`src/rtl/cpu_defs_pkg.sv`:
```
// Shared CPU definitions: bus widths, reset vector, fetch FSM encoding.
// Imported by fetch-stage logic with import cpu_defs::*.
package cpu_defs;

   localparam int ADDR_BUS = 32;
   localparam int DATA_BUS = 32;

   localparam logic [ADDR_BUS-1:0] RESET_PC_DEF = 32'h0000_0000;

   localparam int PC_STEP = 4;

   typedef enum logic [1:0] {
      S_REQ  = 2'd0,
      S_HOLD = 2'd1,
      S_DROP = 2'd2
   } fetch_state_t;

endpackage

```
`src/rtl/inst_fetch_unit.sv`:
```
// Instruction fetch stage: PC, one-outstanding imem request, wrong-path drop.
// Optional macro FETCH_PERF_CNT_EN adds perf_fetched / perf_wait counters.
import cpu_defs::*;

module inst_fetch_unit #(
   parameter int ADDR_WIDTH = ADDR_BUS,
   parameter int DATA_WIDTH = DATA_BUS,
   parameter logic [ADDR_WIDTH-1:0] RESET_PC = RESET_PC_DEF
) (
   input  logic                  clk,
   input  logic                  rst_n,
   input  logic                  stall,
   input  logic                  redirect,
   input  logic [ADDR_WIDTH-1:0] redirect_pc,
   output logic                  imem_req,
   output logic [ADDR_WIDTH-1:0] imem_addr,
   input  logic                  imem_ack,
   input  logic [DATA_WIDTH-1:0] imem_rdata,
   output logic [ADDR_WIDTH-1:0] pc_out,
   output logic [DATA_WIDTH-1:0] inst_out,
   output logic                  bubble_out
`ifdef FETCH_PERF_CNT_EN
   ,
   output logic [31:0]           perf_fetched,
   output logic [31:0]           perf_wait
`endif
);

   fetch_state_t          state;
   logic [ADDR_WIDTH-1:0] pc;
   logic [ADDR_WIDTH-1:0] drop_addr;
   logic [DATA_WIDTH-1:0] inst_buf;
   logic [ADDR_WIDTH-1:0] pc_next;
   logic [ADDR_WIDTH-1:0] target;

   assign pc_next = pc + ADDR_WIDTH'(PC_STEP);
   assign target  = redirect_pc & ~ADDR_WIDTH'(3);

   // Presentation to memory and to the fetch/decode register
   always_comb begin
      imem_req   = 1'b0;
      imem_addr  = pc;
      pc_out     = pc;
      inst_out   = '0;
      bubble_out = 1'b1;
      if (rst_n) begin
         unique case (state)
            S_REQ: begin
               imem_req   = 1'b1;
               inst_out   = imem_rdata;
               bubble_out = !imem_ack;
            end
            S_HOLD: begin
               inst_out   = inst_buf;
               bubble_out = 1'b0;
            end
            S_DROP: begin
               imem_req   = 1'b1;
               imem_addr  = drop_addr;
            end
            default: ;
         endcase
         if (redirect) bubble_out = 1'b1;
      end
   end

   // PC, FSM and hold buffer; redirect outranks ack and stall
   always_ff @(posedge clk or negedge rst_n) begin
      if (!rst_n) begin
         state     <= S_REQ;
         pc        <= RESET_PC;
         drop_addr <= RESET_PC;
         inst_buf  <= '0;
      end else if (redirect) begin
         pc <= target;
         unique case (state)
            S_REQ: begin
               if (!imem_ack) begin
                  drop_addr <= pc;
                  state     <= S_DROP;
               end
            end
            S_HOLD: state <= S_REQ;
            S_DROP: if (imem_ack) state <= S_REQ;
            default: state <= S_REQ;
         endcase
      end else begin
         unique case (state)
            S_REQ: begin
               if (imem_ack && !stall) begin
                  pc <= pc_next;
               end else if (imem_ack) begin
                  inst_buf <= imem_rdata;
                  state    <= S_HOLD;
               end
            end
            S_HOLD: begin
               if (!stall) begin
                  pc    <= pc_next;
                  state <= S_REQ;
               end
            end
            S_DROP: if (imem_ack) state <= S_REQ;
            default: state <= S_REQ;
         endcase
      end
   end

`ifdef FETCH_PERF_CNT_EN
   logic delivered;
   logic waiting;

   assign delivered = !bubble_out && !stall;
   assign waiting   = imem_req && !imem_ack && (state != S_HOLD);

   // Saturating delivery and memory-wait counters
   always_ff @(posedge clk or negedge rst_n) begin
      if (!rst_n) begin
         perf_fetched <= '0;
         perf_wait    <= '0;
      end else begin
         if (delivered && (perf_fetched != '1))
            perf_fetched <= perf_fetched + 32'd1;
         if (waiting && (perf_wait != '1))
            perf_wait <= perf_wait + 32'd1;
      end
   end
`endif

endmodule

```
`config.mk`:
```
export PLATFORM = sky130hd
export DESIGN_NAME = inst_fetch_unit
export DESIGN_NICKNAME = d
export VERILOG_FILES = /design/src/rtl/cpu_defs_pkg.sv /design/src/rtl/inst_fetch_unit.sv
export SDC_FILE = /design/constraint.sdc
export NUM_CORES = 1
export LEC_CHECK = 0
export ABC_AREA = 1
export BUFFER_PORTS_ARGS = -buffer_cell sky130_fd_sc_hd__buf_2
export CORE_ASPECT_RATIO = 1.2
export CORE_MARGIN = 10
export CORE_UTILIZATION = 30
export CTS_CLUSTER_SIZE = 30
export DETAILED_ROUTE_END_ITERATION = 8
export HOLD_SLACK_MARGIN = 0.12
export RECOVER_POWER = 25
export SLEW_MARGIN = 30
export SYNTH_ARGS = -nofsm -noshare
export SYNTH_HDL_FRONTEND = slang
export SYNTH_SLANG_ARGS = --single-unit
```
`constraint.sdc`:
```
create_clock -name clk -period 2.7 [get_ports clk]
set_input_delay 0.81 -clock clk [delete_from_list [all_inputs] [get_ports clk]]
set_output_delay 0.81 -clock clk [all_outputs]
set_load 0.02 [all_outputs]
```
==> flow_summary.ini <==
[grt]
track_usage = 0.144
grt_pass1_wl_um = 27400
grt_antenna_before_repair = 1
grt_pass1_vias = 4982
grt.overflow.total = 0
grt_max_degree = 60

[worst_setup_path]
critPathLaunchType = input port
critPathArrivalTime_ns = 1.83
worstPathMaxFanout = 21
crit_required_ns = 1.89
crit_chain = buf_4, inv_1, nor2_2, nand2_4, clkbuf_16, a21oi_1, buf_2
cpMaxStageDelayCell = clkbuf_16
cp-end-kind = output pin
critPathKind = in2out
cpPeakStageDelay_ns = 0.21

[clocking]
path_clk_slew_ns = 0.07
clock-sinks = 94
cts_made_buffers = 9
cts_resized = 0
cts_setup_buffers = 0
htreeDepth = 3
cts_buffer_depth = 2
cts_tree = yes
cts_hold_buffers = 0
clock_latency_ns = 0.36
ctsRootBufferMaster = clkbuf_16

[final_layout]
layout.cells.non_filler = 1123
drive_gt1_frac = 0.283
nets = 963
final_util = 0.380
area_growth_pct = 25.3

[floorplan]
die_y_um = 168
fp.dieArea_sq_um = 24100
die_w_um = 143
coreArea_sq_um = 18000
start_util = 0.303
ios = 167
fp-row-count = 54

[place]
port_buffers = 160
gp_congestion = 0.873
placed_cells = 1105
place.detailed.hpwl_um = 13200

[drt]
drt_iter0_markers = 289
vias = 5327
top_layer = met4
drtPass1Iterations = 4
drc = 0
routed-wl-met3_um = 1440
drt_wl_total_um = 17900
drt-met1-wl_um = 7990
via_per_inst = 4.74
wl_met2_um = 8080
ant_nets = 0
drt-wirelength-per-cell_um = 15.9

[sta]
hold-worst-slack_ns = 0.480
clock_skew_ns = 0.0140
setup_viol = 0
slew_headroom = 0.436
finalCriticalPeriod_ns = 2.64
hold_viol_final = 0
fmax_ghz = 0.379
tightest_slew_ns = 0.846
rsz0062_at_grt = no
slew_viol_final = 0
period_share = 0.976
setup_tns_ns = 0

[power_and_ir_drop]
leakagePower_nw = 3.45
max-vdd-ir-drop_v = 0.000293
p_per_area_nw_per_um2 = 656

[synth]
synth_compound_area_frac = 0.120
yosys_most_used_dff = dfrtp_1
synth.distinct_cells = 32
synth_top_family_by_area = simple AND/OR/NAND/NOR gates
synthMuxAreaShare = 0.0658
synth_enable_flop_cells = 0
synth-simple-area-share = 0.304
ys_seq_area_frac = 0.430
avgSynthCellArea_sq_um = 7.35
netlist_instances = 745
yosys_warnings = 0
synthAdderAreaFrac = 0.00229
ys_ff_latch = 94
async_flop_share = 1.00
synth_area_sq_um = 5470
synth_xor_area_frac = 0.00480

[hold_path]
worstHoldPathType = reg2reg

[outcome]
status = complete, no violations

[flow_run]
maxCapViolCount = 0
flip-flops by register name, summed over array words and instances (netlist names):
signal,count
inst_buf,32
drop_addr,30
pc_out,30
state,2
through the flow:
stage | setup WS [ns] | instance area, sq um | total power, mW
2_1_floorplan | 0.00200 | 5520 | 2.77
3_3_place_gp | 0.0285 | 6530 | 3.22
3_5_place_dp | 0.0408 | 6530 | 3.25
4_1_cts | 0.0316 | 6820 | 4.56
5_1_grt | 0.00487 | 6860 | 4.80
6_report | 0.0635 | 6860 | 4.50
worst max-delay path: cells and delay by family:
kind            cells  cell delay, ns
buf+inv             4            0.58
simple gates        2            0.26
compound gates      1            0.18
cells in the final DEF (no fill, tap or decap), drive strengths merged:
cell,count
inv,54
clkbuf,14
and2,2
nand4,2
xor2,3
nand3,36
diode,1
conb,4
clkinv,1
ha,1
mux2,32
nand2,236
o211ai,2
a21oi,72
nor3,3
buf,169
nor2,119
dfrtp,94
a211oi,1
o22ai,4
o21ai,47
a31oi,2
layout make-up:
| class | instances | area, sq um |
|---|---|---|
| Antenna cell | 1 | 2.50 |
| Clock buffer | 9 | 225 |
| Clock inverter | 7 | 63.8 |
| Fill cell | 1919 | 11200 |
| Inverter | 48 | 180 |
| Multi-Input combinational cell | 566 | 2780 |
| Sequential cell | 94 | 2350 |
| Tap cell | 224 | 280 |
| Timing Repair Buffer | 174 | 973 |
synthesized netlist by cell type, types with 4 or more instances:
library cell,count,area share
a21oi_1,71,0.065
buf_2,14,0.013
buf_4,5,0.0069
buf_6,4,0.0082
clkbuf_1,17,0.012
dfrtp_1,94,0.43
inv_1,46,0.032
mux2_2,32,0.066
nand2_1,228,0.16
nand2_2,5,0.0057
nand3_1,35,0.032
nor2_1,109,0.075
nor2_2,4,0.0046
nor2_4,5,0.010
o21ai_0,41,0.037
o21ai_1,6,0.0055
o22ai_1,4,0.0046
power by group:
part           internal [mW]  switching [mW]  total (mW)  leakage (nW)
registers               1.70           0.207        1.91          1.13
logic                  0.478           0.828        1.31          2.18
clock network          0.651           0.636        1.29         0.144
total                   2.83            1.67        4.50          3.45
layer usage:
metal	global-route usage	up-vias
li1	-	2684
met1	0.184	2460
met2	0.223	167
met3	0.0473	16
met4	0.0462	0
met5	0	-
worst paths after layout:
| path | end | cells past startpoint | slack (ns) | startpoint |
|---|---|---|---|---|
| setup / recovery | imem_addr[28] | 7 | 0.06 | rst_n |
| hold / removal | state[1] | 1 | 0.48 | state[0] |
| setup reg to reg | pc_out[8] | 7 | 0.62 | state[0] |
| hold reg to reg | state[1] | 1 | 0.48 | state[0] |
| max in group asynchronous | drop_addr[10] | 4 | 0.94 | rst_n |
| min in group asynchronous | inst_buf[26] | 3 | 0.79 | rst_n |
cells by family after synthesis:
family	count (synthesis)
fa+ha+maj	1
mux	32
flops	94
compound gates	128
other cells	1
simple gates	398
buf+inv	88
xor+xnor	3
No activity file was read; power rests on OpenSTA's default activity.
